File: config.mk
export PLATFORM = sky130hd
export DESIGN_NAME = chip_test_sequencer
export DESIGN_NICKNAME = d
export VERILOG_FILES = /design/src/rtl/chip_test_pkg.sv /design/src/rtl/rise_edge_detect.sv /design/src/rtl/chip_test_sequencer.sv
export SDC_FILE = /design/constraint.sdc
export NUM_CORES = 1
export LEC_CHECK = 0
export CAP_MARGIN = 40
export CORE_ASPECT_RATIO = 2
export CORE_UTILIZATION = 52
export CTS_BUF_LIST = sky130_fd_sc_hd__clkbuf_4
export CTS_CLUSTER_SIZE = 14
export DETAILED_ROUTE_END_ITERATION = 7
export PLACE_DENSITY = 0.81
export SLEW_MARGIN = 15
export SYNTH_ARGS = -nofsm -noshare
export SYNTH_HDL_FRONTEND = slang
export SYNTH_HIERARCHICAL = 1
export SYNTH_SLANG_ARGS = --single-unit
File: constraint.sdc
create_clock -name Clk -period 2.1 [get_ports Clk]
set_input_delay 0.42 -clock Clk [delete_from_list [all_inputs] [get_ports Clk]]
set_output_delay 0.42 -clock Clk [all_outputs]
set_load 0.005 [all_outputs]
File: src/rtl/chip_test_pkg.sv
// Shared types and constants for the chip-tester run sequencer.
package chip_test_pkg;

  typedef enum logic [2:0] {
    IDLE    = 3'd0,
    LAUNCH  = 3'd1,
    WAIT    = 3'd2,
    CAPTURE = 3'd3,
    SHOW    = 3'd4,
    FAULT   = 3'd5
  } seq_state_t;

  typedef enum logic [1:0] {
    NONE    = 2'd0,
    PASS    = 2'd1,
    FAIL    = 2'd2,
    TIMEOUT = 2'd3
  } verdict_t;

  localparam int SEQ_TIMEOUT_DEFAULT = 50000;

  function automatic logic is_busy(input seq_state_t s);
    return (s == LAUNCH) || (s == WAIT) || (s == CAPTURE);
  endfunction

endpackage

File: src/rtl/rise_edge_detect.sv
// Rising-edge detector; the history register resets to 1 so a level held through reset is not an edge.
module rise_edge_detect (
  input  logic clk,
  input  logic reset_n,
  input  logic din,
  output logic rise
);

  logic din_q;

  always_ff @(posedge clk) begin
    if (!reset_n) din_q <= 1'b1;
    else          din_q <= din;
  end

  assign rise = din & ~din_q;

endmodule

File: src/rtl/chip_test_sequencer.sv
// Launches one chip-tester run, waits for Done with a timeout, and holds the verdict until acknowledged.
// Optional SEQ_TALLY_EN compiles in the saturating pass/fail tally counters.
module chip_test_sequencer
  import chip_test_pkg::*;
#(
  parameter int TIMEOUT_CYCLES = SEQ_TIMEOUT_DEFAULT,
  parameter int CNT_W          = 8
) (
  input  logic             Clk,
  input  logic             Reset_n,
  input  logic             Start,
  input  logic             Ack,
  input  logic             Done,
  input  logic             RSLT,
  output logic             Run,
  output logic             DISP_RSLT,
  output logic             Busy,
  output logic             Pass,
  output logic             Fail,
  output logic             Timeout,
  output logic [CNT_W-1:0] pass_count,
  output logic [CNT_W-1:0] fail_count
);

  localparam logic [15:0] TO_LAST = 16'(TIMEOUT_CYCLES - 1);

  logic        start_edge;
  logic        ack_edge;
  seq_state_t  state_reg, state_next;
  verdict_t    verdict_reg, verdict_next;
  logic [15:0] to_cnt_reg;
  logic        run_reg;
  logic        disp_reg;

  rise_edge_detect u_start_edge (
    .clk     (Clk),
    .reset_n (Reset_n),
    .din     (Start),
    .rise    (start_edge)
  );

  rise_edge_detect u_ack_edge (
    .clk     (Clk),
    .reset_n (Reset_n),
    .din     (Ack),
    .rise    (ack_edge)
  );

  always_comb begin
    state_next = state_reg;
    case (state_reg)
      IDLE:    if (start_edge) state_next = LAUNCH;
      LAUNCH:  state_next = WAIT;
      WAIT: begin
        if (Done)                         state_next = CAPTURE;
        else if (to_cnt_reg == TO_LAST)   state_next = FAULT;
      end
      CAPTURE: state_next = SHOW;
      SHOW, FAULT: begin
        if (start_edge)    state_next = LAUNCH;
        else if (ack_edge) state_next = IDLE;
      end
      default: state_next = IDLE;
    endcase
  end

  // RSLT lags Done by one cycle, so the verdict is taken from CAPTURE, not WAIT.
  always_comb begin
    verdict_next = verdict_reg;
    if (state_next == LAUNCH)
      verdict_next = NONE;
    else if (state_reg == CAPTURE)
      verdict_next = RSLT ? PASS : FAIL;
    else if (state_reg == WAIT && state_next == FAULT)
      verdict_next = TIMEOUT;
    else if (state_next == IDLE)
      verdict_next = NONE;
  end

  always_ff @(posedge Clk) begin
    if (!Reset_n) begin
      state_reg   <= IDLE;
      verdict_reg <= NONE;
      to_cnt_reg  <= '0;
      run_reg     <= 1'b0;
      disp_reg    <= 1'b0;
    end else begin
      state_reg   <= state_next;
      verdict_reg <= verdict_next;
      run_reg     <= (state_next == LAUNCH);
      // Leaving WAIT lands in CAPTURE or FAULT; both release the tester once.
      disp_reg    <= (state_reg == WAIT) && (state_next != WAIT);
      if (state_reg == LAUNCH)
        to_cnt_reg <= '0;
      else if (state_reg == WAIT)
        to_cnt_reg <= to_cnt_reg + 16'd1;
    end
  end

  assign Run       = run_reg;
  assign DISP_RSLT = disp_reg;
  assign Busy      = is_busy(state_reg);
  assign Pass      = (verdict_reg == PASS);
  assign Fail      = (verdict_reg == FAIL);
  assign Timeout   = (verdict_reg == TIMEOUT);

`ifdef SEQ_TALLY_EN
  logic [CNT_W-1:0] pass_cnt_reg;
  logic [CNT_W-1:0] fail_cnt_reg;

  always_ff @(posedge Clk) begin
    if (!Reset_n) begin
      pass_cnt_reg <= '0;
      fail_cnt_reg <= '0;
    end else if (state_reg == CAPTURE) begin
      if (RSLT) begin
        if (pass_cnt_reg != '1) pass_cnt_reg <= pass_cnt_reg + 1'b1;
      end else begin
        if (fail_cnt_reg != '1) fail_cnt_reg <= fail_cnt_reg + 1'b1;
      end
    end
  end

  assign pass_count = pass_cnt_reg;
  assign fail_count = fail_cnt_reg;
`else
  assign pass_count = '0;
  assign fail_count = '0;
`endif

endmodule

==> flow_metrics.tcl <==
set metrics [dict create \
    cts.path.max_buffers 2 \
    ios 28 \
    drtIter0Drc 36 \
    hold_class "reg -> reg" \
    reg2reg_to "state_reg[2]" \
    rows 26 \
    grt_pass1_wl_mm 4.31 \
    outcome "finished clean" \
    clkSinkCount 25 \
    worstRegToRegCells 5 \
    cts_max_level 1 \
    power_frac_comb_pct 9.5 \
    fillers 255 \
    min-delay-start "to_cnt_reg[15]" \
    finalHoldViolations 0 \
    wl_mm 2.72 \
    dpl.hpwl_mm 2.12 \
    synth-edff-count 0 \
    ant_nets 0 \
    die_x_um 38.3 \
    cts.repair.resized 0 \
    critPathKind "reg -> reg" \
    grt_start_max_net_pins 15 \
    place.gp.congestion 0.778 \
    leakage_nw 0.537 \
    fin_skew_ns 0.00643 \
    largest_reg_flops 16 \
    startpoint_type "register" \
    nNetsFinal 188 \
    die-area_mm2 0.00286 \
    core_area_mm2 0.00254 \
    tns_ns 0 \
    critPathBufInv 1 \
    avgRoutedWirePerCell_um 13.1 \
    final_cell_area_mm2 0.00152 \
    avgSynthCellArea_um2 8.41 \
    path_cells "or4b_2 > nor4_1 > buf_4 > nand3_1 > a21boi_0" \
    timing.rr.start "to_cnt_reg[7]" \
    route.vias.total 1165 \
    cts_hold_buf 0 \
    cellPowerDensity_mw_per_mm2 507 \
    synth.largest_area_cell "dfxtp_1" \
    slowest_stage "or4b_2" \
    setup_viol 0 \
    rsz0062_at_grt "no" \
    cts_buffers 3 \
    diodes 0 \
    grt-ovfl-total 0 \
    max_freq_mhz 529 \
    clk_pin_slew_ns 0.14 \
    critPathArrivalTime_ns 2.14 \
    yosys_warnings 6 \
    synth_top_area_share_pct 36.5 \
    vias_per_cell 5.60 \
    cp_max_fo 6 \
    placed_cell_area_mm2 0.00149 \
    final.period_utilization_pct 90.1 \
    area.growth.synth_to_final_pct 10.9 \
    antenna_found_initial 0 \
    p_clk_share_pct 27.7 \
    synth_seq_cells 25 \
    r2r_slack_ns 0.21 \
    finalCriticalPeriod_ns 1.89 \
    synthesis.area_mm2 0.00137 \
    slew_viol_final 0 \
    cp.required_ns 2.35 \
    post-cts-setup-buffer-count 0 \
    critPathMaxStageDelay_ns 0.67 \
    peakVddDrop_uv 385 \
    min_to "to_cnt_reg[15]" \
    final_layout_size_suffix_gt1_share_pct 8.89 \
    ys_types 39 \
    route.detailed.drc 0 \
    synthArstFlopShare_pct 0 \
    max_cap_violations 0 \
    p_seq_share_pct 62.8 \
    yosysSeqAreaShare_pct 36.5 \
    net-switching-power_w 0.000186 \
    tritoncts "built" \
    crit_path_end_kind "register" \
    switching_share_pct 24.2 \
    netlist_top_cells_count "dfxtp_1 (25), buf_4 (16), a21oi_1 (15), nor2_1 (13), nand2_1 (8)" \
    die_h_um 74.6 \
    clkLatencyLatePin_ns 0.32 \
    drtPass1Iterations 4 \
    cts_root_buffer "clkbuf_4" \
    track_usage_pct 20.9 \
    yosys-top-cells-area "dfxtp_1 (37%), buf_4 (8.8%), a21oi_1 (5.5%)" \
    ys.flop_type "dfxtp_1" \
    synth_cells 163 \
    crit_family "simple AND/OR/NAND/NOR gates" \
    portBuffers 11 \
    internal-power_w 0.000584 \
    grt_pass1_vias 1037 \
    synth.most_common_cell "dfxtp_1" \
    start_util_pct 54.0 \
    hold_depth 2 \
]
==> cells by family (layout without fill, tap and decap cells) <==
family          Yosys count  in the layout  share of synthesized area, %
buf+inv                  27             29                          11.9
flops                    25             25                          36.5
other cells               1             16                         0.274
xor+xnor                 10             10                          6.39
fa+ha+maj                 1              1                         0.913
compound gates           33             33                          14.7
simple gates             66             66                          29.3
==> cell usage in the layout (no fill, tap or decap), drive strengths merged, types with 2 or more instances in the layout <==
| cell type | netlist | routed |
|---|---|---|
| nand3 | 4 | 4 |
| nand3b | 2 | 2 |
| nor4 | 5 | 5 |
| or4bb | 2 | 2 |
| inv | 6 | 6 |
| buf | 17 | 8 |
| a2bb2oi | 3 | 3 |
| conb | 1 | 16 |
| xor2 | 3 | 3 |
| nor2b | 5 | 5 |
| o21ai | 6 | 6 |
| or4b | 2 | 2 |
| xnor2 | 7 | 7 |
| and4 | 2 | 2 |
| nor2 | 13 | 13 |
| a211oi | 2 | 2 |
| clkbuf | 4 | 3 |
| nand4 | 5 | 5 |
| dfxtp | 25 | 25 |
| nor3 | 2 | 2 |
| clkdlybuf4s50 | 0 | 11 |
| or3 | 6 | 6 |
| nand2b | 6 | 6 |
| nand2 | 8 | 8 |
| o31ai | 3 | 3 |
| a21oi | 15 | 15 |
==> metal layers <==
layer,global-route usage [%],wire length (µm)
met5,0,0
met4,9.52,46
met3,2.69,77
met2,39.2,1540
met1,21.4,1050
==> layout make-up <==
type                       count  area, µm²  area share [%]
clock buffer                   3       22.5            1.48
timing repair buffer          19        170            11.2
tap                           28       35.0            2.31
inverter                       6       22.5            1.48
multi-input combinational    126        763            50.2
sequential                    25        500            32.9
clock inverter                 1       5.00           0.329
==> worst max-delay path by stage <==
stage | startpoint | endpoint | slack, ns | cells after the start
2_1_floorplan | state_reg[1] | to_cnt_reg[15] | 0.24 | 5
3_3_place_gp | Start | DISP_RSLT | 0.25 | 6
3_5_place_dp | Start | DISP_RSLT | 0.22 | 6
4_1_cts | to_cnt_reg[7] | state_reg[2] | 0.20 | 5
5_1_grt | state_reg[1] | Busy | 0.12 | 4
6_report | to_cnt_reg[7] | state_reg[2] | 0.21 | 5
==> power by group through the flow <==
stage          clock (W)  combinational, W  sequential (W)
2_1_floorplan          0         0.0000633        0.000493
3_3_place_gp           0         0.0000682        0.000493
3_5_place_dp           0         0.0000715        0.000494
4_1_cts         0.000218         0.0000721        0.000484
5_1_grt         0.000240         0.0000806        0.000484
6_report        0.000214         0.0000732        0.000483
==> tightest hold or removal path, cell delays in order (launching register included) <==
cell and delay, ns:
dfxtp_1 0.34, o41ai_1 0.07, a21oi_1 0.06
==> stage by stage <==
stage | total power [W] | hold slack (ns) | util, % | std cells | setup WS, ns
final | 0.000770 | 0.498 | 59.9 | 208 | 0.208
after global routing | 0.000805 | 0.522 | 59.9 | 208 | 0.124
after global placement | 0.000562 | 0.473 | 58.5 | 203 | 0.249
after CTS | 0.000774 | 0.497 | 59.9 | 208 | 0.202
after detailed placement | 0.000565 | 0.479 | 58.8 | 204 | 0.224
after floorplan | 0.000557 | 0.443 | - | 178 | 0.236
Power figures use the tool's default switching activity.
